[src/rtl/pwm_dac_mc_pkg.sv]
// pwm_dac_mc_pkg
//   Shared definitions for the multi-channel PWM audio DAC.
//   Provides the alignment-mode encodings, the counter direction enum and a
//   helper that returns the terminal count for a given resolution.
//   No ports (package).
package pwm_dac_mc_pkg;

    localparam int MODE_EDGE   = 0;
    localparam int MODE_CENTER = 1;

    typedef enum logic {
        DIR_UP   = 1'b0,
        DIR_DOWN = 1'b1
    } dir_t;

    // Largest value the period counter reaches for a WIDTH-bit duty.
    function automatic int unsigned max_count(input int unsigned width);
        return (32'd1 << width) - 32'd1;
    endfunction

endpackage

[src/rtl/pwm_dac_mc_channel.sv]
// pwm_dac_mc_channel
//   One PWM channel: pending (double-buffer) duty register, active duty
//   register, the counter comparison and the registered output.
// Ports
//   clk          in   1      system clock
//   reset        in   1      asynchronous reset, active-high
//   enable       in   1      output forced low while deasserted
//   cnt          in   WIDTH  shared period counter
//   sample       in   WIDTH  this channel's slice of the incoming sample
//   load_pend    in   1      capture sample into the pending register
//   load_active  in   1      copy pending duty into the active register
//   pwm_out      out  1      registered PWM output
module pwm_dac_mc_channel #(
    parameter int WIDTH = 10
) (
    input  logic             clk,
    input  logic             reset,
    input  logic             enable,
    input  logic [WIDTH-1:0] cnt,
    input  logic [WIDTH-1:0] sample,
    input  logic             load_pend,
    input  logic             load_active,
    output logic             pwm_out
);

    logic [WIDTH-1:0] pend_duty;
    logic [WIDTH-1:0] active_duty;

    // The top never raises load_pend and load_active together, so the
    // pending register is never overwritten while it is being consumed.
    always_ff @(posedge clk or posedge reset) begin
        if (reset) begin
            pend_duty   <= '0;
            active_duty <= '0;
            pwm_out     <= 1'b0;
        end else begin
            if (load_pend) begin
                pend_duty <= sample;
            end
            if (load_active) begin
                active_duty <= pend_duty;
            end
            pwm_out <= enable && (cnt < active_duty);
        end
    end

endmodule

[src/rtl/pwm_dac_mc.sv]
// pwm_dac_mc
//   Multi-channel PWM audio DAC. Holds the shared prescaler, period counter
//   (edge-aligned sawtooth or center-aligned up/down), the sample handshake
//   and the boundary pulses; each channel lives in pwm_dac_mc_channel.
//   New samples are double-buffered and only take effect at a period
//   boundary so outputs never glitch mid-period.
// Ports
//   clk           in   1               system clock
//   reset         in   1               asynchronous reset, active-high
//   enable        in   1               run PWM; low holds counters, outputs low
//   sample_in     in   CHANNELS*WIDTH  packed duties, channel k at [k*WIDTH +: WIDTH]
//   sample_valid  in   1               sample_in valid
//   sample_ready  out  1               pending buffer empty
//   pwm_out       out  CHANNELS        registered PWM outputs
//   period_start  out  1               pulse coincident with counter back at 0
//   underrun      out  1               pulse: boundary reached with nothing pending
//   irq           out  1               (only with PWM_IRQ_EN) level, set when the
//                                      buffer needs refilling, cleared on accept
// Configuration macro: PWM_IRQ_EN adds the irq port and its register.
module pwm_dac_mc
    import pwm_dac_mc_pkg::*;
#(
    parameter int CHANNELS       = 2,
    parameter int WIDTH          = 10,
    parameter int CLK_DIV        = 1,
    parameter int CENTER_ALIGNED = 0
) (
    input  logic                      clk,
    input  logic                      reset,
    input  logic                      enable,
    input  logic [CHANNELS*WIDTH-1:0] sample_in,
    input  logic                      sample_valid,
    output logic                      sample_ready,
    output logic [CHANNELS-1:0]       pwm_out,
    output logic                      period_start,
    output logic                      underrun
`ifdef PWM_IRQ_EN
    ,
    output logic                      irq
`endif
);

    localparam int               PW         = (CLK_DIV > 1) ? $clog2(CLK_DIV) : 1;
    localparam logic [PW-1:0]    PRESC_LAST = PW'(CLK_DIV - 1);
    localparam logic [PW-1:0]    PRESC_ONE  = PW'(1);
    localparam logic [WIDTH-1:0] CNT_MAX    = WIDTH'(max_count(WIDTH));
    localparam logic [WIDTH-1:0] CNT_ONE    = WIDTH'(1);

    logic [PW-1:0]    presc;
    logic [WIDTH-1:0] cnt;
    logic [WIDTH-1:0] cnt_next;
    dir_t             dir;
    dir_t             dir_next;
    logic             pend_full;
    logic             tick;
    logic             boundary;
    logic             accept;
    logic             load_active;

    assign tick         = enable && (presc == PRESC_LAST);
    assign sample_ready = !pend_full;
    assign accept       = sample_valid && !pend_full;
    assign load_active  = boundary && pend_full;

    // Prescaler: a free-running divider that is held at zero while disabled
    // so a re-enable always starts a clean, full-length period.
    always_ff @(posedge clk or posedge reset) begin
        if (reset) begin
            presc <= '0;
        end else if (!enable || (presc == PRESC_LAST)) begin
            presc <= '0;
        end else begin
            presc <= presc + PRESC_ONE;
        end
    end

    // Counter/direction state register.
    always_ff @(posedge clk or posedge reset) begin
        if (reset) begin
            cnt <= '0;
            dir <= DIR_UP;
        end else begin
            cnt <= cnt_next;
            dir <= dir_next;
        end
    end

    // Next counter value and boundary detection. In center mode the boundary
    // is the step from 1 down to 0, so the period is 2*(2^WIDTH-1) ticks and
    // the terminal count is visited only once per period.
    always_comb begin
        cnt_next = cnt;
        dir_next = dir;
        boundary = 1'b0;
        if (!enable) begin
            cnt_next = '0;
            dir_next = DIR_UP;
        end else if (tick) begin
            if (CENTER_ALIGNED == MODE_CENTER) begin
                if (dir == DIR_UP) begin
                    if (cnt == CNT_MAX) begin
                        cnt_next = cnt - CNT_ONE;
                        dir_next = DIR_DOWN;
                    end else begin
                        cnt_next = cnt + CNT_ONE;
                    end
                end else begin
                    cnt_next = cnt - CNT_ONE;
                    if (cnt == CNT_ONE) begin
                        dir_next = DIR_UP;
                        boundary = 1'b1;
                    end
                end
            end else begin
                cnt_next = cnt + CNT_ONE;
                boundary = (cnt == CNT_MAX);
            end
        end
    end

    // Handshake and boundary pulses. A boundary with a full buffer consumes
    // it; an accept in the same cycle as an empty-buffer boundary still
    // fills the buffer, and that boundary reports an underrun.
    always_ff @(posedge clk or posedge reset) begin
        if (reset) begin
            pend_full    <= 1'b0;
            period_start <= 1'b0;
            underrun     <= 1'b0;
        end else begin
            period_start <= boundary;
            underrun     <= boundary && !pend_full;
            if (load_active) begin
                pend_full <= 1'b0;
            end else if (accept) begin
                pend_full <= 1'b1;
            end
        end
    end

`ifdef PWM_IRQ_EN
    // Refill request: raised when a boundary leaves the buffer empty, dropped
    // as soon as the CPU hands over a new sample.
    always_ff @(posedge clk or posedge reset) begin
        if (reset) begin
            irq <= 1'b0;
        end else if (accept) begin
            irq <= 1'b0;
        end else if ((underrun || period_start) && !pend_full) begin
            irq <= 1'b1;
        end
    end
`endif

    for (genvar k = 0; k < CHANNELS; k++) begin : g_chan
        pwm_dac_mc_channel #(
            .WIDTH(WIDTH)
        ) u_chan (
            .clk        (clk),
            .reset      (reset),
            .enable     (enable),
            .cnt        (cnt),
            .sample     (sample_in[k*WIDTH +: WIDTH]),
            .load_pend  (accept),
            .load_active(load_active),
            .pwm_out    (pwm_out[k])
        );
    end

endmodule

[config.mk]
export PLATFORM = sky130hd
export DESIGN_NAME = pwm_dac_mc
export DESIGN_NICKNAME = d
export VERILOG_FILES = /design/src/rtl/pwm_dac_mc_pkg.sv /design/src/rtl/pwm_dac_mc_channel.sv /design/src/rtl/pwm_dac_mc.sv
export SDC_FILE = /design/constraint.sdc
export NUM_CORES = 1
export LEC_CHECK = 0
export ABC_CLOCK_PERIOD_IN_PS = 2440
export BUFFER_PORTS_ARGS = -buffer_cell sky130_fd_sc_hd__buf_4
export CAP_MARGIN = 40
export CORE_MARGIN = 4
export CORE_UTILIZATION = 63
export CTS_BUF_LIST = sky130_fd_sc_hd__clkbuf_16
export DETAILED_ROUTE_END_ITERATION = 8
export PLACE_DENSITY = 0.87
export SYNTH_ARGS = -nofsm -noshare
export SYNTH_HDL_FRONTEND = slang
export SYNTH_SLANG_ARGS = --single-unit
export TNS_END_PERCENT = 10
[constraint.sdc]
create_clock -name clk -period 2.44 [get_ports clk]
set_input_delay 0 -clock clk [delete_from_list [all_inputs] [get_ports clk]]
set_output_delay 0 -clock clk [all_outputs]
set_load 0.02 [all_outputs]
==> impl_metrics.env, run 1 <==
export IMPL_crit_slowest_cell="dfrtp_1"
export IMPL_crit_path_cell_trace="ha_1, nand3b_1, nor4_4, nand2_2, buf_4, mux2_4"
export IMPL_crit_arrival_ns=2.09
export IMPL_num_io_pins=29
export IMPL_synth_cell_types=34
export IMPL_fin_crit_sh_pct=78.8
export IMPL_nets=311
export IMPL_finalMaxSlewViolations=0
export IMPL_syn_area_per_cell_sq_um=12.9
export IMPL_io_buffer_count=28
export IMPL_min_to="cnt[5]"
export IMPL_fin_setup_tns_ns=0
export IMPL_route_detailed_drc=0
export IMPL_ys_seq_area_share_pct=51.0
export IMPL_insertion_delay_ns=0.29
export IMPL_start_kind="register"
export IMPL_ys_flop_type="dfrtp_1"
export IMPL_core_area_sq_um=4120
export IMPL_grt_max_degree=44
export IMPL_grt_pass1_vias=1956
export IMPL_hold_path_class="primary input to register"
export IMPL_cts_root_buf="clkbuf_16"
export IMPL_setup_viol_count_final=0
export IMPL_synthesis_instances=214
export IMPL_die_y_um=74.1
export IMPL_cap_violations=0
export IMPL_worst_r2r_cell_count=6
export IMPL_synth_seq_cells=56
export IMPL_die_area_sq_um=5490
export IMPL_fillCellCount=202
export IMPL_finalWorstPathRequiredPeriod_ns=1.92
export IMPL_postRouteAntennaNets=0
export IMPL_r2r_end="g_chan[1].u_chan.active_duty[7]"
export IMPL_cp_required_ns=2.61
export IMPL_routed_wl_um=5780
export IMPL_dp_hpwl_um=3930
export IMPL_p_leak_nw=1.68
export IMPL_seqCellArea_sq_um=1400
export IMPL_synthArstFlopShare_pct=100
export IMPL_synth_edf_count=0
export IMPL_cts_resized_gates=0
export IMPL_viasPerCell=5.66
export IMPL_synth_net_count=257
export IMPL_cts_tree="done"
export IMPL_layout_drive_gt1_share_pct=30.9
export IMPL_regToRegStartpoint="cnt[0]"
export IMPL_drt_first_iter_violations=111
export IMPL_timing_final_ws_setup_ns=0.516
export IMPL_tightest_slew_ns=0.526
export IMPL_post_cts_buffers=0
export IMPL_max_stage_delay_ns=0.43
export IMPL_grt_overflow_total=0
export IMPL_final_common_cell="dfrtp_1"
export IMPL_synth_area_leaders="dfrtp_1 (51%), mux2_4 (10%), ha_1 (8.6%), mux2_2 (8.6%), inv_1 (3.1%)"
export IMPL_crit_family="simple AND/OR/NAND/NOR gates"
export IMPL_fmax_mhz=520
export IMPL_rsz0062_at_grt="false"
export IMPL_track_usage_pct=24.1
export IMPL_post_place_ws_ns=0.557
export IMPL_relSlewSlack_pct=64.9
export IMPL_peakVddDrop_mv=0.515
export IMPL_synth_area_leader_cell="dfrtp_1"
export IMPL_vias=1806
export IMPL_reg2reg_setup_slack_ns=0.52
export IMPL_diodes=0
export IMPL_row_count=23
export IMPL_path_max_fanout=21
export IMPL_endpoint_kind="register"
export IMPL_yosysWarnings=0
export IMPL_cellPowerDensity_nw_per_um2=571
export IMPL_wl_per_cell_um=18.1
export IMPL_hold_start="enable"
export IMPL_htree_levels=2
export IMPL_cts_buffer_depth=2
export IMPL_critical_path_class="register to register"
export IMPL_cts_buffers=5
export IMPL_syn_area_sq_um=2750
export IMPL_grt_pass1_wl_um=9750
export IMPL_outcome="completed"
export IMPL_skew_ns=0.00232
export IMPL_holdPathStages=2
export IMPL_initial_utilization_pct=66.8
export IMPL_place_gp_congestion=0.831
export IMPL_die_width_um=74.1
export IMPL_layout_common_cells="dfrtp_1 (56), buf_4 (32), inv_1 (22), dlygate4sd3_1 (22), mux2_2 (21)"
export IMPL_netlist_area_leader_share_pct=51.0
export IMPL_antenna_found_initial=0
export IMPL_area_delta_synth_final_pct=23.2
export IMPL_finalHoldViolCount=0
export IMPL_firstDrtPassIters=4
export IMPL_multiInputGateArea_sq_um=1210
export IMPL_path_clk_slew_ns=0.07
export IMPL_cts_sink_count=56
export IMPL_critPathBufInv=1
synthesized netlist by cell type, drive strengths merged (3+ instances only):
library cell	number
a21oi	6
and2	10
buf	5
dfrtp	56
ha	19
inv	23
mux2	40
nand2	5
nand2b	4
nand3	5
nand4	4
nor3	5
nor4	3
xnor2	5
xor2	3
state kept, by name, indices dropped and copies added (netlist names):
| signal | cells |
|---|---|
| g_chan.u_chan.active_duty | 20 |
| period_start | 1 |
| cnt | 10 |
| presc | 1 |
| underrun | 1 |
| g_chan.u_chan.pend_duty | 20 |
| pend_full | 1 |
| g_chan.u_chan.pwm_out | 2 |
layout make-up:
type / instances / share of cell area (%)
inverter: 23 / 2.55
timing repair buffer: 54 / 13.6
clock buffer: 5 / 3.69
sequential: 56 / 41.4
tap: 50 / 1.85
clock inverter: 3 / 1.11
multi-input combinational: 128 / 35.8
where the power goes:
group / total [mW] / internal (mW) / switching [mW]
registers: 1.00 / 0.973 / 0.0300
clock network: 0.783 / 0.477 / 0.306
logic: 0.150 / 0.0922 / 0.0574
total: 1.94 / 1.54 / 0.393
what timing repair did:
action,CTS,global route
hold buffers,22,0
hold endpoints to repair,34,0
endpoints found under the setup margin,0,0
metal layers:
| layer | share of wire [%] | vias up | wire length (um) | track usage, % |
|---|---|---|---|---|
| met3 | 3.5 | 19 | 203 | 5.00 |
| met1 | 41 | 902 | 2370 | 29.1 |
| met4 | 3.5 | 0 | 201 | 10.5 |
| li1 | - | 839 | - | - |
| met2 | 52 | 46 | 3010 | 41.8 |
| met5 | 0 | - | 0 | 0 |
cell families after synthesis:
kind of cell             synth area share [%]
XOR/XNOR                                 2.55
AND/OR/NAND/NOR                          9.64
adder cells (fa/ha/maj)                  8.64
flip-flops                               51.0
buffers and inverters                    4.91
multiplexers                             19.7
AO/OA/AOI/OAI                            3.46
other                                   0.136
stage by stage:
| step | util, % | cell area (sq um) | instances | total power, mW | hold slack (ns) |
|---|---|---|---|---|---|
| after detailed placement | 73.0 | 3000 | 289 | 1.14 | -0.0314 |
| after global placement | 73.0 | 3000 | 289 | 1.13 | -0.0408 |
| after floorplan | - | 2750 | 214 | 1.08 | 0.117 |
| after global routing | 82.3 | 3390 | 319 | 2.00 | 0.0457 |
| final | 82.3 | 3390 | 319 | 1.94 | 0.0286 |
| after CTS | 82.3 | 3390 | 319 | 1.95 | 0.0288 |
worst max-delay path by stage:
stage,cells after the start,slack [ns],to,from
finish,6,0.52,g_chan[1].u_chan.active_duty[7],cnt[0]
global placement,6,0.62,g_chan[1].u_chan.active_duty[3],cnt[0]
floorplan,6,0.79,g_chan[0].u_chan.active_duty[0],cnt[1]
global route,6,0.40,g_chan[1].u_chan.active_duty[7],cnt[0]
detailed placement,6,0.56,g_chan[1].u_chan.active_duty[7],cnt[0]
CTS,6,0.53,g_chan[1].u_chan.active_duty[7],cnt[0]
Note: power is estimated with default switching activity, not from simulation.
==> run 2, diff against run 1 <==
--- a/config.mk
+++ b/config.mk
@@ -5,14 +5,14 @@
 export SDC_FILE = /design/constraint.sdc
 export NUM_CORES = 1
 export LEC_CHECK = 0
-export ABC_CLOCK_PERIOD_IN_PS = 2440
+export ABC_CLOCK_PERIOD_IN_PS = 1600
 export BUFFER_PORTS_ARGS = -buffer_cell sky130_fd_sc_hd__buf_4
 export CAP_MARGIN = 40
 export CORE_MARGIN = 4
-export CORE_UTILIZATION = 63
+export CORE_UTILIZATION = 52
 export CTS_BUF_LIST = sky130_fd_sc_hd__clkbuf_16
 export DETAILED_ROUTE_END_ITERATION = 8
-export PLACE_DENSITY = 0.87
+export PLACE_DENSITY = 0.77
 export SYNTH_ARGS = -nofsm -noshare
 export SYNTH_HDL_FRONTEND = slang
 export SYNTH_SLANG_ARGS = --single-unit
==> constraint.sdc (replaced) <==
create_clock -name clk -period 1.6 [get_ports clk]
set_input_delay 0 -clock clk [delete_from_list [all_inputs] [get_ports clk]]
set_output_delay 0 -clock clk [all_outputs]
set_load 0.02 [all_outputs]
==> impl_metrics.env, run 2 (synthesis gave the netlist of run 1 again) <==
export IMPL_layout_common_cells="dfrtp_1 (56), buf_4 (44), inv_1 (22), dlygate4sd3_1 (22), mux2_2 (21)"
export IMPL_relSlewSlack_pct=64.2
export IMPL_crit_family="simple AND/OR/NAND/NOR gates"
export IMPL_cts_buffers=5
export IMPL_num_io_pins=29
export IMPL_fin_setup_tns_ns=0
export IMPL_grt_overflow_total=0
export IMPL_cp_required_ns=1.77
export IMPL_viasPerCell=5.10
export IMPL_critPathLaunch="cnt[1]"
export IMPL_grt_pass1_vias=1903
export IMPL_cp_depth=6
export IMPL_outcome="completed"
export IMPL_power_switching_uw=632
export IMPL_regToRegStartpoint="cnt[1]"
export IMPL_routed_wl_um=5190
export IMPL_pwr_share_clk_pct=38.2
export IMPL_initial_utilization_pct=53.8
export IMPL_layout_drive_gt1_share_pct=35.9
export IMPL_vias=1805
export IMPL_power_mw=2.85
export IMPL_cap_violations=0
export IMPL_reg2reg_setup_slack_ns=0.005
export IMPL_fin_crit_sh_pct=99.7
export IMPL_skew_ns=0.0130
export IMPL_finalWorstPathRequiredPeriod_ns=1.59
export IMPL_antenna_found_initial=0
export IMPL_diodes=0
export IMPL_finalMaxSlewViolations=0
export IMPL_wl_per_cell_um=14.7
export IMPL_track_usage_pct=18.8
export IMPL_fmax_mhz=627
export IMPL_critPathBufInv=1
export IMPL_path_clk_slew_ns=0.08
export IMPL_cts_root_buf="clkbuf_16"
export IMPL_finalHoldViolCount=0
export IMPL_crit_slowest_cell="dfrtp_1"
export IMPL_area_delta_synth_final_pct=29.1
export IMPL_crit_path_cell_trace="ha_2, nand3b_1, nor4_4, nand2_2, buf_12, mux2_4"
export IMPL_dp_hpwl_um=3710
export IMPL_insertion_delay_ns=0.30
export IMPL_row_count=26
export IMPL_p_leak_nw=1.76
export IMPL_die_width_um=80.7
export IMPL_io_buffer_count=28
export IMPL_path_max_fanout=13
export IMPL_final_common_cell="dfrtp_1"
export IMPL_route_detailed_drc=0
export IMPL_cts_buffer_depth=2
export IMPL_cp_endpoint="g_chan[1].u_chan.active_duty[3]"
export IMPL_core_area_sq_um=5110
export IMPL_tightest_slew_ns=0.536
export IMPL_critical_path_class="register to register"
export IMPL_power_frac_seq_pct=53.3
export IMPL_hold_path_class="primary input to register"
export IMPL_place_gp_congestion=0.801
export IMPL_worst_r2r_cell_count=6
export IMPL_reg_top3="g_chan.u_chan.active_duty (20), g_chan.u_chan.pend_duty (20), cnt (10)"
export IMPL_cts_tree="done"
export IMPL_drt_first_iter_violations=83
export IMPL_p_int_mw=2.22
export IMPL_grt_pass1_wl_um=9170
export IMPL_grt_max_degree=34
export IMPL_htree_levels=2
export IMPL_cts_sink_count=56
export IMPL_max_stage_delay_ns=0.36
export IMPL_postRouteAntennaNets=0
export IMPL_r2r_end="g_chan[1].u_chan.active_duty[3]"
export IMPL_die_area_sq_um=6520
export IMPL_die_y_um=80.7
export IMPL_rsz0062_at_grt="true"
export IMPL_nets=326
export IMPL_crit_arrival_ns=1.77
export IMPL_setup_viol_count_final=0
export IMPL_cellPowerDensity_nw_per_um2=803
export IMPL_endpoint_kind="register"
export IMPL_peakVddDrop_mv=0.584
export IMPL_comb_power_share_pct=8.6
export IMPL_firstDrtPassIters=4
export IMPL_p_sw_share_pct=22.2
export IMPL_start_kind="register"
export IMPL_utilization_pct=69.5
run 2: what timing repair did:
action,4_1_cts,5_1_grt
resized for setup,0,2
hold buffers,22,0
setup buffers,0,1
cloned,0,0
endpoints found under the hold margin,44,0
endpoints found under the setup margin,19,22
run 2: how the worst min path moves through the flow:
stage / depth (start not counted) / slack (ns) / startpoint / endpoint
after floorplan: 1 / 0.12 / sample_valid / pend_full
after global placement: 2 / 0.07 / reset / g_chan[0].u_chan.pend_duty[6]
after detailed placement: 2 / 0.07 / reset / g_chan[1].u_chan.pend_duty[9]
after CTS: 2 / 0.03 / enable / cnt[6]
after global routing: 3 / 0.05 / enable / g_chan[0].u_chan.pwm_out
final: 2 / 0.03 / enable / cnt[8]
run 2: power groups by stage:
stage               Sequential (mW)  Clock, mW  Combinational [mW]
floorplan                      1.54          0               0.114
global placement               1.54          0               0.196
detailed placement             1.55          0               0.203
CTS                            1.52       1.10               0.246
global route                   1.53       1.16               0.275
finish                         1.52       1.09               0.245
run 2: area by class of cell:
| cell class | instances | area [sq um] |
|---|---|---|
| fillers | 350 | 1560 |
| well taps | 70 | 87.6 |
| repair buffers | 69 | 611 |
| flip-flops and latches | 56 | 1400 |
| clock buffers | 5 | 125 |
| inverters | 23 | 86.3 |
| multi-input cells | 128 | 1220 |
| clock inverters | 3 | 21.3 |
run 2: per-stage QoR:
step | std cells | worst slack (ns) | hold slack, ns | instance area [sq um]
2_1_floorplan | 214 | 0.0226 | 0.117 | 2750
3_3_place_gp | 323 | 0.0422 | 0.0667 | 3180
3_5_place_dp | 323 | -0.0195 | 0.0734 | 3180
4_1_cts | 353 | -0.0311 | 0.0320 | 3540
5_1_grt | 354 | -0.0933 | 0.0492 | 3550
6_report | 354 | 0.00529 | 0.0321 | 3550
run 2: layer usage:
layer | up-vias | track usage [%] | wire length, um
met5 | - | 0 | 0
met2 | 34 | 32.9 | 2680
li1 | 867 | - | -
met4 | 0 | 5.41 | 99
met3 | 9 | 3.48 | 171
met1 | 895 | 23.7 | 2240
==> run 3, diff against run 2 <==
--- a/config.mk
+++ b/config.mk
@@ -9,10 +9,10 @@
 export BUFFER_PORTS_ARGS = -buffer_cell sky130_fd_sc_hd__buf_4
 export CAP_MARGIN = 40
 export CORE_MARGIN = 4
-export CORE_UTILIZATION = 52
+export CORE_UTILIZATION = 29
 export CTS_BUF_LIST = sky130_fd_sc_hd__clkbuf_16
 export DETAILED_ROUTE_END_ITERATION = 8
-export PLACE_DENSITY = 0.77
+export PLACE_DENSITY = 0.49
 export SYNTH_ARGS = -nofsm -noshare
 export SYNTH_HDL_FRONTEND = slang
 export SYNTH_SLANG_ARGS = --single-unit
==> impl_metrics.env, run 3 (synthesis gave the netlist of run 1 again) <==
export IMPL_grt_pass1_vias=1851
export IMPL_diodes=0
export IMPL_start_kind="register"
export IMPL_cts_sink_count=56
export IMPL_hold_path_class="primary input to register"
export IMPL_placed_cells=381
export IMPL_route_detailed_drc=0
export IMPL_crit_path_cell_trace="ha_2, nand3b_1, nor4_4, nand2_2, buf_12, mux2_4"
export IMPL_layout_drive_gt1_share_pct=36.4
export IMPL_fin_crit_sh_pct=100
export IMPL_cap_violations=0
export IMPL_initial_utilization_pct=29.8
export IMPL_routed_wl_um=5260
export IMPL_final_cells=412
export IMPL_critical_path_class="register to register"
export IMPL_met1_usage_pct=14.7
export IMPL_drt_first_iter_violations=35
export IMPL_num_io_pins=29
export IMPL_grt_overflow_total=0
export IMPL_insertion_delay_ns=0.29
export IMPL_finalHoldViolCount=0
export IMPL_cp_required_ns=1.78
export IMPL_gr_usage_met3_pct=2.08
export IMPL_path_max_fanout=21
export IMPL_layout_common_cells="dfrtp_1 (55), buf_4 (44), inv_1 (24)"
export IMPL_nets=325
export IMPL_outcome="complete, but fails checks"
export IMPL_setup_viol_count_final=13
export IMPL_area_delta_synth_final_pct=31.6
export IMPL_cts_buffer_depth=2
export IMPL_p_leak_nw=1.76
export IMPL_timing_final_ws_setup_ns=-0.00556
export IMPL_seqCellArea_sq_um=1400
export IMPL_fmax_mhz=623
export IMPL_cts_buffers=5
export IMPL_track_usage_pct=10.3
export IMPL_top_usage_layer="met2"
export IMPL_cts_tree="done"
export IMPL_grt_max_degree=57
export IMPL_final_common_cell="dfrtp_1"
export IMPL_crit_slowest_cell="dfrtp_1"
export IMPL_violations="negative setup slack"
export IMPL_finalMaxSlewViolations=0
export IMPL_die_width_um=105
export IMPL_critPathBufInv=1
export IMPL_place_gp_congestion=0.736
export IMPL_firstDrtPassIters=3
export IMPL_skew_ns=0.00607
export IMPL_peakVddDrop_mv=0.391
export IMPL_crit_family="simple AND/OR/NAND/NOR gates"
export IMPL_crit_arrival_ns=1.79
export IMPL_htree_levels=2
export IMPL_holdWs_ns=0.0430
export IMPL_path_clk_slew_ns=0.07
export IMPL_fillCellCount=908
export IMPL_finalWorstPathRequiredPeriod_ns=1.61
export IMPL_wl_per_cell_um=12.8
export IMPL_rsz0062_at_grt="true"
export IMPL_core_area_sq_um=9240
export IMPL_die_y_um=105
export IMPL_io_buffer_count=28
export IMPL_dp_hpwl_um=3800
export IMPL_vias=1695
export IMPL_multiInputGateArea_sq_um=1240
export IMPL_reg_top3="g_chan.u_chan.active_duty (20), g_chan.u_chan.pend_duty (20), cnt (10)"
export IMPL_cellPowerDensity_nw_per_um2=782
export IMPL_use_met2_pct=16.2
export IMPL_cts_root_buf="clkbuf_16"
export IMPL_antenna_found_initial=0
export IMPL_max_stage_delay_ns=0.35
export IMPL_row_count=35
export IMPL_die_area_sq_um=11100
export IMPL_postRouteAntennaNets=0
export IMPL_endpoint_kind="register"
export IMPL_viasPerCell=4.11
export IMPL_grt_pass1_wl_um=9230
run 3: routing by layer:
metal / part of all wire [%] / up-vias
met5: 0 / -
met4: 1.0 / 0
met3: 2.1 / 5
met2: 45 / 19
met1: 52 / 804
li1: - / 867
run 3: worst paths after layout:
path	to	cells past startpoint	from	slack [ns]
setup / recovery	g_chan[0].u_chan.active_duty[6]	6	cnt[0]	-0.006
hold / removal	g_chan[1].u_chan.pwm_out	3	enable	0.04
setup reg to reg	g_chan[0].u_chan.active_duty[6]	6	cnt[0]	-0.006
hold reg to reg	g_chan[0].u_chan.pend_duty[8]	1	g_chan[0].u_chan.pend_duty[8]	0.50
max in group asynchronous	cnt[2]	4	reset	1.00
min in group asynchronous	underrun	4	reset	0.34
run 3: what timing repair did:
| item | in CTS | in global routing |
|---|---|---|
| hold buffers | 22 | 0 |
| cloned | 0 | 0 |
| pin swaps | 0 | 1 |
| gates resized for setup | 2 | 3 |
| hold endpoints to repair | 77 | 0 |
| setup buffers | 1 | 0 |
| setup endpoints to repair | 20 | 22 |
run 3: power breakdown:
group | total [mW] | switching, mW | leakage, nW | internal (mW)
Combinational | 0.243 | 0.0893 | 0.942 | 0.154
Sequential | 1.52 | 0.0335 | 0.740 | 1.48
Clock | 1.07 | 0.497 | 0.0764 | 0.574
run 3: final cells by class:
| cell class | count | area share, % |
|---|---|---|
| flip-flops and latches | 56 | 38.8 |
| well taps | 129 | 4.46 |
| repair buffers | 68 | 16.3 |
| clock inverters | 3 | 0.450 |
| clock buffers | 5 | 3.46 |
| inverters | 23 | 2.39 |
| multi-input cells | 128 | 34.2 |
run 3: through the flow:
step                power [mW]  utilization (%)  cell area (sq um)  setup TNS (ns)  worst slack, ns
floorplan                 1.65                -               2750               0           0.0226
global placement          1.74             35.0               3230               0           0.0225
global route              2.97             39.2               3620          -0.887          -0.0537
finish                    2.83             39.2               3620         -0.0435         -0.00556
CTS                       2.87             39.0               3600          -0.166          -0.0150
detailed placement        1.75             35.0               3230          -0.166          -0.0122
run 3: worst register-to-register path: cells and delay by family, from the launching register on:
family,cells,cell delay (ns)
and+or+nand+nor,3,0.44
DFF,1,0.35
muxes,1,0.31
adders and majority gates,1,0.21
buffers and inverters,1,0.18
